File: src/rtl/axi4_b_buffer_pkg.sv
// Shared definitions for the write-response return buffer: AXI response
// encodings and the response-code remap applied when an entry is stored.
// No ports; imported by axi4_b_buffer.
package axi4_b_buffer_pkg;

    localparam logic [1:0] RESP_OKAY   = 2'b00;
    localparam logic [1:0] RESP_EXOKAY = 2'b01;
    localparam logic [1:0] RESP_SLVERR = 2'b10;
    localparam logic [1:0] RESP_DECERR = 2'b11;

    // DECERR is reported to the master as SLVERR; every other code is kept.
    function automatic logic [1:0] decerr_to_slverr(input logic [1:0] resp);
        logic [1:0] mapped;
        mapped = resp;
        case (resp)
            RESP_OKAY, RESP_EXOKAY, RESP_SLVERR: mapped = resp;
            RESP_DECERR:                         mapped = RESP_SLVERR;
            default:                             mapped = resp;
        endcase
        return mapped;
    endfunction

endpackage

File: src/rtl/axi4_b_delay_fifo.sv
// Purpose: in-order data FIFO whose head is released only once it has aged LAT cycles.
// Latency: push at edge E -> pop_vld in the cycle after edge E+LAT (LAT=0: next cycle).
// Backpressure: push_rdy is registered (low when full next cycle); pop_vld/pop_dat hold until pop_rdy.
// Ports: core_clk/arst_n; push_vld/push_rdy/push_dat from the producer;
//        pop_vld/pop_rdy/pop_dat to the consumer (pop_dat holds the last popped word when not valid).
module axi4_b_delay_fifo #(
    parameter int DATA_WIDTH   = 10,
    parameter int BUFFER_DEPTH = 4,
    parameter int LAT          = 5
) (
    input  logic                  core_clk,
    input  logic                  arst_n,
    input  logic                  push_vld,
    output logic                  push_rdy,
    input  logic [DATA_WIDTH-1:0] push_dat,
    output logic                  pop_vld,
    input  logic                  pop_rdy,
    output logic [DATA_WIDTH-1:0] pop_dat
);

    localparam int PW = $clog2(BUFFER_DEPTH);
    localparam int CW = PW + 1;
    localparam int AW = (LAT > 0) ? $clog2(LAT + 1) : 1;
    localparam logic [AW-1:0] LAT_A  = AW'(LAT);
    localparam logic [CW-1:0] FULL_C = CW'(BUFFER_DEPTH);

    logic [DATA_WIDTH-1:0] mem_q [BUFFER_DEPTH];
    logic [AW-1:0]         age_q [BUFFER_DEPTH];
    logic [PW-1:0]         wr_ptr_q;
    logic [PW-1:0]         rd_ptr_q;
    logic [CW-1:0]         count_q;
    logic [CW-1:0]         count_nxt;
    logic                  rdy_q;
    logic [DATA_WIDTH-1:0] last_q;
    logic                  push_fire;
    logic                  pop_fire;

    assign push_rdy  = rdy_q;
    assign push_fire = push_vld & rdy_q;
    assign pop_vld   = (count_q != '0) && (age_q[rd_ptr_q] == LAT_A);
    assign pop_fire  = pop_vld & pop_rdy;
    // Head is shown only while valid; otherwise the last delivered word is held.
    assign pop_dat   = pop_vld ? mem_q[rd_ptr_q] : last_q;

    always_comb begin
        count_nxt = count_q + CW'(push_fire) - CW'(pop_fire);
    end

    always_ff @(posedge core_clk or negedge arst_n) begin
        if (!arst_n) begin
            wr_ptr_q <= '0;
            rd_ptr_q <= '0;
            count_q  <= '0;
            rdy_q    <= 1'b0;
            last_q   <= '0;
        end else begin
            count_q <= count_nxt;
            // Ready looks only at the next occupancy, so the consumer's
            // ready never reaches push_rdy combinationally.
            rdy_q   <= (count_nxt != FULL_C);
            if (push_fire) begin
                wr_ptr_q <= wr_ptr_q + PW'(1);
            end
            if (pop_fire) begin
                rd_ptr_q <= rd_ptr_q + PW'(1);
                last_q   <= mem_q[rd_ptr_q];
            end
        end
    end

    // Free slots age too; harmless because a push always restarts its slot at 0.
    always_ff @(posedge core_clk or negedge arst_n) begin
        if (!arst_n) begin
            for (int i = 0; i < BUFFER_DEPTH; i++) begin
                age_q[i] <= '0;
            end
        end else begin
            for (int i = 0; i < BUFFER_DEPTH; i++) begin
                if (push_fire && (wr_ptr_q == PW'(i))) begin
                    age_q[i] <= '0;
                end else if (age_q[i] != LAT_A) begin
                    age_q[i] <= age_q[i] + AW'(1);
                end
            end
        end
    end

    always_ff @(posedge core_clk) begin
        if (push_fire) begin
            mem_q[wr_ptr_q] <= push_dat;
        end
    end

endmodule

File: src/rtl/axi4_b_buffer.sv
// Purpose: AXI4 B-channel return buffer holding every write response LAT cycles, in order.
// Latency: response handshaken in cycle C is presented to the master in cycle C+LAT+1.
// Backpressure: m_axi4_bready is registered, low while full; s_axi4_b* stable until s_axi4_bready.
// Ports: axi4_aclk/axi4_arstn; m_axi4_b* from the slave; s_axi4_b* to the master.
// Build option: AXI4_B_BUF_DECERR_TO_SLVERR_EN stores DECERR responses as SLVERR.
module axi4_b_buffer
    import axi4_b_buffer_pkg::*;
#(
    parameter int AXI_ID_WIDTH   = 4,
    parameter int AXI_USER_WIDTH = 4,
    parameter int LAT            = 5,
    parameter int BUFFER_DEPTH   = 4
) (
    input  logic                      axi4_aclk,
    input  logic                      axi4_arstn,
    input  logic [AXI_ID_WIDTH-1:0]   m_axi4_bid,
    input  logic [1:0]                m_axi4_bresp,
    input  logic [AXI_USER_WIDTH-1:0] m_axi4_buser,
    input  logic                      m_axi4_bvalid,
    output logic                      m_axi4_bready,
    output logic [AXI_ID_WIDTH-1:0]   s_axi4_bid,
    output logic [1:0]                s_axi4_bresp,
    output logic [AXI_USER_WIDTH-1:0] s_axi4_buser,
    output logic                      s_axi4_bvalid,
    input  logic                      s_axi4_bready
);

    localparam int ENTRY_W = AXI_ID_WIDTH + 2 + AXI_USER_WIDTH;

    logic [1:0]         push_resp;
    logic [ENTRY_W-1:0] push_dat;
    logic [ENTRY_W-1:0] pop_dat;

`ifdef AXI4_B_BUF_DECERR_TO_SLVERR_EN
    assign push_resp = decerr_to_slverr(m_axi4_bresp);
`else
    assign push_resp = m_axi4_bresp;
`endif

    assign push_dat = {m_axi4_bid, push_resp, m_axi4_buser};
    assign {s_axi4_bid, s_axi4_bresp, s_axi4_buser} = pop_dat;

    axi4_b_delay_fifo #(
        .DATA_WIDTH   (ENTRY_W),
        .BUFFER_DEPTH (BUFFER_DEPTH),
        .LAT          (LAT)
    ) u_delay_fifo (
        .core_clk (axi4_aclk),
        .arst_n   (axi4_arstn),
        .push_vld (m_axi4_bvalid),
        .push_rdy (m_axi4_bready),
        .push_dat (push_dat),
        .pop_vld  (s_axi4_bvalid),
        .pop_rdy  (s_axi4_bready),
        .pop_dat  (pop_dat)
    );

endmodule

File: config.mk
export PLATFORM = sky130hd
export DESIGN_NAME = axi4_b_buffer
export DESIGN_NICKNAME = d
export VERILOG_FILES = /design/src/rtl/axi4_b_buffer_pkg.sv /design/src/rtl/axi4_b_delay_fifo.sv /design/src/rtl/axi4_b_buffer.sv
export SDC_FILE = /design/constraint.sdc
export NUM_CORES = 1
export LEC_CHECK = 0
export BUFFER_PORTS_ARGS = -buffer_cell sky130_fd_sc_hd__buf_2
export CAP_MARGIN = 20
export CORE_AREA = 2 2 136 98
export DETAILED_ROUTE_END_ITERATION = 8
export DIE_AREA = 0 0 138 100
export GPL_TIMING_DRIVEN = 0
export PLACE_DENSITY = 0.47
export REMOVE_ABC_BUFFERS = 1
export SETUP_SLACK_MARGIN = 0.3
export SYNTH_ARGS = -nofsm -noshare
export SYNTH_HDL_FRONTEND = slang
export SYNTH_HIERARCHICAL = 1
export SYNTH_SLANG_ARGS = --single-unit
File: constraint.sdc
create_clock -name axi4_aclk -period 3.58 [get_ports axi4_aclk]
set_clock_uncertainty 0.05 [all_clocks]
set_input_delay 0.179 -clock axi4_aclk [delete_from_list [all_inputs] [get_ports axi4_aclk]]
set_output_delay 0.179 -clock axi4_aclk [all_outputs]
set_load 0.01 [all_outputs]
==> results of run 1 <==
-- how the worst min path moves through the flow --
stage	from	endpoint	slack [ns]
3_3_place_gp	axi4_arstn	u_delay_fifo/last_q[5]	0.24
3_5_place_dp	axi4_arstn	u_delay_fifo/last_q[1]	0.25
2_1_floorplan	axi4_arstn	u_delay_fifo/age_q[0]	-0.17
5_1_grt	m_axi4_bid[2]	u_delay_fifo/mem_q[1][8]	0.01
4_1_cts	m_axi4_bid[3]	u_delay_fifo/mem_q[3][9]	0.004
6_report	m_axi4_bid[3]	u_delay_fifo/mem_q[3][9]	0.02
-- logic make-up after synthesis --
kind of cell	count (synthesis)	share of synthesized area [%]
fa+ha+maj	15	6.37
xor+xnor	8	2.29
buf+inv	17	2.94
flops	70	63.7
mux	32	15.5
compound gates	5	1.22
simple gates	46	8.00
-- sequential cells by signal, summed over array words and instances (netlist names) --
signal and count:
u_delay_fifo/wr_ptr_q 2, u_delay_fifo/age_q 12, u_delay_fifo/push_rdy 1, u_delay_fifo/last_q 10, u_delay_fifo/mem_q 40, u_delay_fifo/count_q 3
u_delay_fifo/rd_ptr_q 2
-- synth_stat cells, drive strengths merged, types with 2 or more instances --
library cell and n:
dfrtp 30, a211oi 4, nor2 18, inv 12
nand3 2, nor3 5, mux2 21, buf 5
and3 4, xnor2 7, nand2 10, mux4 10
edfxtp 40, ha 14
-- per-stage QoR --
step                hold slack, ns  std cells  cell area [um^2]
floorplan                   -0.167        188              3020
global placement             0.245        379              3350
detailed placement           0.251        379              3350
CTS                        0.00364        397              3740
global route                0.0115        397              3740
finish                      0.0187        397              3740
-- where the power goes --
group	switching (W)	leakage, nW	internal [W]
Combinational	0.000565	0.614	0.000607
Sequential	0.000221	0.715	0.00114
Clock	0.000323	0.173	0.000746
Total	0.00111	1.50	0.00249
-- what timing repair did --
| item | 4_1_cts | 5_1_grt |
|---|---|---|
| hold buffers | 2 | 0 |
| resized for setup | 1 | 0 |
| hold endpoints to repair | 32 | 0 |
| setup endpoints to repair | 1 | 0 |
-- area by class of cell --
type / instances / area [um^2] / area share [%]
multi-input combinational: 106 / 1020 / 27.4
clock buffer: 9 / 225 / 6.03
timing repair buffer: 27 / 145 / 3.88
sequential: 70 / 1950 / 52.3
clock inverter: 7 / 136 / 3.65
inverter: 12 / 45.0 / 1.21
tap: 166 / 208 / 5.56
-- worst max-delay path: stages, from the launching register on --
cell	delay, ns
dfrtp_2	0.68
and4bb_1	0.24
or3_4	0.34
nand3_2	0.32
inv_1	0.09
ha_1	0.28
inv_1	0.04
ha_1	0.18
fa_1	0.38
xnor2_1	0.21
nand2_1	0.08
-- layer usage --
metal  part of all wire [%]  track usage, %  wire length (um)  vias to the layer above
li1                       -               -                 -                      773
met5                      0               0                 0                        -
met3                    4.4            4.06               248                        4
met2                     48            15.0              2720                       25
met4                   0.73            2.83                41                        0
met1                     47            10.4              2620                      817
==> impl_metrics.json, run 1 <==
{
  "clock_latency_ns": 0.33,
  "cts_inserted_buffers": 9,
  "routed_wl_mm": 5.63,
  "crit_start": "u_delay_fifo/rd_ptr_q[0]",
  "grt_pass1_wl_mm": 9.10,
  "post-route-drc-count": 0,
  "htree_levels": 3,
  "cp-start-kind": "register",
  "finalNetCount": 255,
  "grt-ovfl-total": 0,
  "worstPathArrival_ns": 3.18,
  "drive_above_1_share_pct": 31.6,
  "hold_depth": 1,
  "r2r-end": "u_delay_fifo/push_rdy",
  "cts.sinks": 70,
  "grt_usage_pct": 8.95,
  "cts-root-buf": "clkbuf_16",
  "critical_path.max_fanout": 16,
  "fp.coreArea_um2": 12700,
  "min_period_ns": 3.02,
  "finalSetupViolations": 0,
  "die_w_um": 138,
  "io_pins": 26,
  "initial_core_util_pct": 24.1,
  "nFillCells": 1261,
  "synth_edf_count": 40,
  "status": "complete, no violations",
  "leakagePower_nw": 1.50,
  "place_hpwl_mm": 3.47,
  "rrSetupSlack_ns": 0.56,
  "fin_tns_setup_ns": 0,
  "routed_via_density": 4.08,
  "drv_slew": 0,
  "cts_tree": "done",
  "synthTopCellsByArea": "edfxtp_1 (39%), dfrtp_1 (24%), mux2_2 (7.0%)",
  "die_area_um2": 13800,
  "portBuffers": 25,
  "n_antenna_cell": 0,
  "dr.first_iter.drc_count": 82,
  "reg2reg_depth": 10,
  "synthArstFlopShare_pct": 42.9,
  "r2r_start": "u_delay_fifo/rd_ptr_q[0]",
  "pre_cts_ws_ns": 0.238,
  "worstSetupEndpointType": "register",
  "clk_path_buf_depth": 2,
  "synth_top_area_share_pct": 39.2,
  "slew-limit-headroom_pct": 45.9,
  "ys_types": 30,
  "wl_per_cell_um": 14.2,
  "crit_path_end": "u_delay_fifo/push_rdy",
  "grt_max_degree": 31,
  "synth_area_leader_cell": "edfxtp_1",
  "max_freq_mhz": 331,
  "holdCritPathClass": "in2reg",
  "vias": 1619,
  "hold_viol": 0,
  "area.growth.synth_to_final_pct": 21.9,
  "ys_seq_area_share_pct": 63.7,
  "num_rows": 35,
  "power_w": 0.00360,
  "p_per_area_nw_per_um2": 963,
  "required_ns": 3.74,
  "postSynthCellCount": 193,
  "synth_area_per_cell_um2": 15.9,
  "rsz0062_at_grt": "no",
  "max-vdd-ir-drop_v": 0.000312,
  "ys.flop_type": "edfxtp_1",
  "detail-route-antenna-nets": 0,
  "yosys_warnings": 6,
  "grt_pass1_vias": 1667,
  "drt-pass1-iter-count": 4,
  "die_y_um": 100,
  "path_clk_slew_ns": 0.06,
  "mostFrequentLayoutCells": "edfxtp_1 (40), dfrtp_1 (29), buf_2 (25)",
  "drv_cap": 0,
  "timing.final.ws_setup_ns": 0.560,
  "ys_ff_latch": 70,
  "critPathKind": "reg2reg",
  "gp_congestion": 0.680,
  "worst_pin_slew_ns": 0.811,
  "finalCritPeriodShare_pct": 84.4,
  "layout_commonest_cell": "edfxtp_1",
  "cts_setup_buffers": 0,
  "utilization_pct": 29.4,
  "antenna_found_initial": 0,
  "syn-cell-area_um2": 3070
}
Power figures use the tool's default switching activity.
==> run 2: changes to the inputs <==
clock period = 2.9 ns   (was 3.58 ns; I/O delays follow)
==> run 2 against run 1 <==
  * Core utilization up 1.2 points
  * Non-clock buffer count up 13
  * Sequential cell count unchanged
  * First-iteration DRC count down 3.7%
  * Clock-buffer cell count unchanged
  * Final cell count up 3.3%
  * Wire length up 1.7%
  * Combinational power up 37%
  * Global-route usage up 0.17 points
  * Register-to-register slack worse by 0.12 ns
  * Via count up 2.9%
  * Setup slack worse by 0.13 ns
  * Largest cell class unchanged
==> impl_metrics.json, run 2 (synthesis gave the netlist of run 1 again) <==
{
  "detail-route-antenna-nets": 0,
  "io_pins": 26,
  "required_ns": 2.71,
  "place_hpwl_mm": 3.47,
  "hold_start": "m_axi4_bvalid",
  "r2r_start": "u_delay_fifo/rd_ptr_q[0]",
  "grt_pass1_wl_mm": 9.30,
  "finalNetCount": 268,
  "cts-root-buf": "clkbuf_16",
  "holdCritPathClass": "in2reg",
  "p_sw_w": 0.00141,
  "critPathKind": "reg2out",
  "worstSetupEndpointType": "output pin",
  "min_period_ns": 2.47,
  "die_area_um2": 13800,
  "dr.first_iter.drc_count": 79,
  "cts.sinks": 70,
  "fp.coreArea_um2": 12700,
  "drt-pass1-iter-count": 4,
  "hold_slack_ns": 0.178,
  "finalSetupViolations": 0,
  "num_rows": 35,
  "largest_reg_flops": 40,
  "pre_cts_ws_ns": -0.442,
  "drv_cap": 0,
  "p_clk_share_pct": 29.0,
  "cts_tree": "done",
  "final_area_um2": 3880,
  "p_int_w": 0.00315,
  "cp_num_buf_inv": 2,
  "hold_viol": 0,
  "r2r-end": "u_delay_fifo/push_rdy",
  "max_freq_mhz": 405,
  "vias": 1666,
  "mostFrequentLayoutCells": "edfxtp_1 (40), dfrtp_1 (28), buf_2 (25)",
  "grt_pass1_vias": 1723,
  "n_antenna_cell": 0,
  "drv_slew": 0,
  "routed_via_density": 4.06,
  "cp_slowest_cell": "dfrtp_4",
  "p_per_area_nw_per_um2": 1170,
  "die_w_um": 138,
  "grt_usage_pct": 9.12,
  "cts_inserted_buffers": 9,
  "die_y_um": 100,
  "slew-limit-headroom_pct": 45.8,
  "nFillCells": 1259,
  "reg2reg_depth": 10,
  "placed_area_um2": 3350,
  "portBuffers": 25,
  "worstPathArrival_ns": 2.28,
  "layout_commonest_cell": "edfxtp_1",
  "timing.final.ws_setup_ns": 0.429,
  "hold_path_end": "u_delay_fifo/wr_ptr_q[0]",
  "regMostFlops": "u_delay_fifo/mem_q",
  "htree_levels": 3,
  "clock_latency_ns": 0.33,
  "antenna_found_initial": 0,
  "post-place-cells": 379,
  "p_seq_share_pct": 35.8,
  "grt_max_degree": 31,
  "path_clk_slew_ns": 0.06,
  "critPathTopFamily": "simple AND/OR/NAND/NOR gates",
  "area.growth.synth_to_final_pct": 26.7,
  "critical_path.max_fanout": 11,
  "gp_congestion": 0.680,
  "routed_wl_mm": 5.73,
  "rrSetupSlack_ns": 0.44,
  "status": "complete, no violations",
  "top_regs": "u_delay_fifo/mem_q x40, u_delay_fifo/age_q x12, u_delay_fifo/last_q x10",
  "worst_pin_slew_ns": 0.812,
  "hold_depth": 3,
  "combPwrFrac_pct": 35.1,
  "max-vdd-ir-drop_v": 0.000388,
  "clk_path_buf_depth": 2,
  "grt-ovfl-total": 0,
  "drive_above_1_share_pct": 33.6,
  "leakagePower_nw": 1.56,
  "finalCritPeriodShare_pct": 85.2,
  "wl_per_cell_um": 14.0,
  "fin_cells": 410,
  "cp_cell_sequence": "buf_4, nand4bb_1, nand3_1, nand3b_2, mux2_1, buf_2",
  "cpPeakStageDelay_ns": 0.50,
  "swShare_pct": 30.9,
  "cp-start-kind": "register",
  "post-route-drc-count": 0,
  "rsz0062_at_grt": "no",
  "initial_core_util_pct": 24.1
}
==> run 2: routing by layer <==
layer	track usage (%)	up-vias	share of wire, %
met1	10.6	835	47
met2	15.4	29	48
met3	4.01	4	4.9
met4	2.83	0	0.72
li1	-	798	-
met5	0	-	0
==> run 2: final cells by class <==
class                           count  area, um^2  area share (%)
Clock inverter                      7         136            3.51
Clock buffer                        9         225            5.80
Tap cell                          166         208            5.35
Inverter                           12        45.0            1.16
Multi-Input combinational cell    106        1050            26.9
Timing Repair Buffer               40         265            6.83
Sequential cell                    70        1960            50.4
==> run 2: timing repair <==
item,4_1_cts,5_1_grt
endpoints found under the setup margin,15,1
gates resized for setup,4,4
hold buffers,11,0
pin swaps,0,5
setup buffers,4,0
endpoints found under the hold margin,70,0
==> run 2: worst max-delay path by stage <==
stage                             start               endpoint  slack, ns  depth (start not counted)
6_report       u_delay_fifo/rd_ptr_q[0]        s_axi4_buser[0]       0.43                          6
5_1_grt        u_delay_fifo/rd_ptr_q[0]        s_axi4_buser[0]       0.30                          6
4_1_cts        u_delay_fifo/rd_ptr_q[0]  u_delay_fifo/push_rdy       0.31                         10
3_5_place_dp   u_delay_fifo/rd_ptr_q[0]  u_delay_fifo/push_rdy      -0.44                         10
3_3_place_gp   u_delay_fifo/rd_ptr_q[0]  u_delay_fifo/push_rdy      -0.41                         10
2_1_floorplan  u_delay_fifo/rd_ptr_q[0]  u_delay_fifo/push_rdy       0.09                         10
==> run 2: metrics by stage <==
stage,util (%),TNS (ns),power (W)
CTS,30.5,0,0.00460
global route,30.6,0,0.00488
floorplan,-,0,0.00269
global placement,26.4,-0.910,0.00312
finish,30.6,0,0.00456
detailed placement,26.4,-1.02,0.00317
==> run 2: power by group through the flow <==
stage / clock network [W] / logic, W / registers [W]
floorplan: 0 / 0.00108 / 0.00161
global placement: 0 / 0.00143 / 0.00169
detailed placement: 0 / 0.00148 / 0.00169
CTS: 0.00136 / 0.00160 / 0.00164
global route: 0.00141 / 0.00180 / 0.00167
finish: 0.00132 / 0.00160 / 0.00163
==> run 2: tightest hold or removal path, delay by kind of cell <==
kind | cells | cell delay, ns
simple gates | 1 | 0.17
buf+inv | 1 | 0.12
xor+xnor | 1 | 0.08
==> run 3: changes to the inputs <==
clock period = 2.5 ns   (was 2.9 ns; I/O delays follow)
==> run 3 against run 2 <==
  * Clock power rose by 16%
  * Power rose by 28%
  * First-iteration DRC count down 10%
  * Critical path type is now reg2reg
  * Largest power group is now combinational logic
==> impl_metrics.json, run 3 (synthesis gave the netlist of run 1 again) <==
{
  "routed_wl_mm": 5.84,
  "cp-start-kind": "register",
  "rsz0062_at_grt": "yes",
  "clock_latency_ns": 0.33,
  "critPathKind": "reg2reg",
  "cts-root-buf": "clkbuf_16",
  "finalCritPeriodShare_pct": 96.0,
  "grt_max_degree": 31,
  "cts.sinks": 70,
  "io_pins": 26,
  "drv_slew": 0,
  "critical_path.max_fanout": 5,
  "worstPathArrival_ns": 2.57,
  "finalSetupViolations": 0,
  "cp_cell_sequence": "and4b_4, or3_4, nand3_4, inv_2, ha_4, inv_2, ha_4, fa_2, xnor2_2, nand2_1",
  "hold_viol": 0,
  "status": "complete, no violations",
  "leakagePower_nw": 1.67,
  "critPathTopFamily": "adder cells",
  "routed_via_density": 4.09,
  "place_hpwl_mm": 3.47,
  "grt_use_met2_pct": 15.5,
  "dr.first_iter.drc_count": 71,
  "grt_pass1_wl_mm": 9.30,
  "drt-pass1-iter-count": 4,
  "gp_congestion": 0.680,
  "layout_commonest_cell": "edfxtp_1",
  "grt_use_met3_pct": 4.01,
  "grt_most_used_layer": "met2",
  "placed_area_um2": 3350,
  "fp.coreArea_um2": 12700,
  "grt-ovfl-total": 0,
  "cp_num_buf_inv": 2,
  "mostFrequentLayoutCells": "edfxtp_1 (40), dfrtp_1 (28), nor2_1 (18)",
  "drv_cap": 0,
  "worst_pin_slew_ns": 0.810,
  "required_ns": 2.67,
  "die_w_um": 138,
  "htree_levels": 3,
  "detail-route-antenna-nets": 0,
  "grt_pass1_vias": 1740,
  "p_per_area_nw_per_um2": 1430,
  "cpPeakStageDelay_ns": 0.50,
  "clk_path_buf_depth": 2,
  "antenna_found_initial": 0,
  "wl_per_cell_um": 14.0,
  "vias": 1706,
  "final_area_um2": 4090,
  "area.growth.synth_to_final_pct": 33.3,
  "cts_inserted_buffers": 9,
  "drive_above_1_share_pct": 37.1,
  "max_freq_mhz": 417,
  "num_rows": 35,
  "timing.final.ws_setup_ns": 0.0996,
  "n_antenna_cell": 0,
  "max-vdd-ir-drop_v": 0.000596,
  "die_y_um": 100,
  "utilization_pct": 32.2,
  "power_w": 0.00583,
  "min_period_ns": 2.40,
  "largest_reg_flops": 40,
  "post-route-drc-count": 0,
  "portBuffers": 25,
  "cts_tree": "done",
  "initial_core_util_pct": 24.1,
  "path_clk_slew_ns": 0.06,
  "slew-limit-headroom_pct": 46.0,
  "top_regs": "u_delay_fifo/mem_q x40, u_delay_fifo/age_q x12, u_delay_fifo/last_q x10",
  "post-place-cells": 379,
  "cp_slowest_cell": "dfrtp_4",
  "grt_usage_pct": 9.10,
  "die_area_um2": 13800,
  "worstSetupEndpointType": "register",
  "regMostFlops": "u_delay_fifo/mem_q",
  "holdCritPathClass": "in2reg",
  "grtUsageMet1_pct": 10.4,
  "finalNetCount": 275,
  "fin_cells": 417,
  "pre_cts_ws_ns": -0.842
}
## run 3: final timing paths
kind                                     startpoint                  endpoint  slack (ns)  cells past startpoint
setup / recovery           u_delay_fifo/rd_ptr_q[0]     u_delay_fifo/push_rdy         0.1                     10
hold / removal                        m_axi4_bvalid  u_delay_fifo/wr_ptr_q[0]        0.19                      3
setup reg to reg           u_delay_fifo/rd_ptr_q[0]     u_delay_fifo/push_rdy         0.1                     10
hold reg to reg              u_delay_fifo/last_q[3]    u_delay_fifo/last_q[3]        0.46                      1
max in group asynchronous                axi4_arstn  u_delay_fifo/rd_ptr_q[0]        1.49                      2
min in group asynchronous                axi4_arstn    u_delay_fifo/last_q[1]        0.35                      2
## run 3: metrics by stage
| step | hold slack (ns) | TNS [ns] |
|---|---|---|
| floorplan | -0.221 | -0.694 |
| global placement | 0.191 | -3.30 |
| detailed placement | 0.197 | -3.77 |
| CTS | 0.169 | 0 |
| global route | 0.175 | -0.0300 |
| finish | 0.194 | 0 |
## run 3: report_power, final
| part | switching [W] | total [W] | internal (W) |
|---|---|---|---|
| Combinational | 0.00101 | 0.00239 | 0.00138 |
| Clock | 0.000466 | 0.00153 | 0.00107 |
| Sequential | 0.000272 | 0.00190 | 0.00163 |
| Total | 0.00175 | 0.00583 | 0.00408 |
## run 3: final cells by class
| class | count | area [um^2] |
|---|---|---|
| Timing Repair Buffer | 47 | 397 |
| Tap cell | 166 | 208 |
| Multi-Input combinational cell | 106 | 1120 |
| Clock buffer | 9 | 225 |
| Clock inverter | 7 | 136 |
| Fill cell | 1234 | 8610 |
| Sequential cell | 70 | 1960 |
| Inverter | 12 | 45.0 |
## run 3: layer usage
metal	part of all wire, %	vias up
met4	0.70	0
met3	3.8	4
met1	46	862
met2	49	27
met5	0	-
li1	-	813
## run 3: tightest hold or removal path, stage by stage
cell,delay (ns)
buf_2,0.12
nand2_1,0.20
xnor2_1,0.09
## run 3: what timing repair did
| item | CTS | global route |
|---|---|---|
| endpoints found under the hold margin | 70 | 0 |
| hold buffers | 11 | 0 |
| endpoints found under the setup margin | 26 | 13 |
| setup buffers | 5 | 6 |
| pin swaps | 6 | 6 |
| gates resized for setup | 13 | 25 |
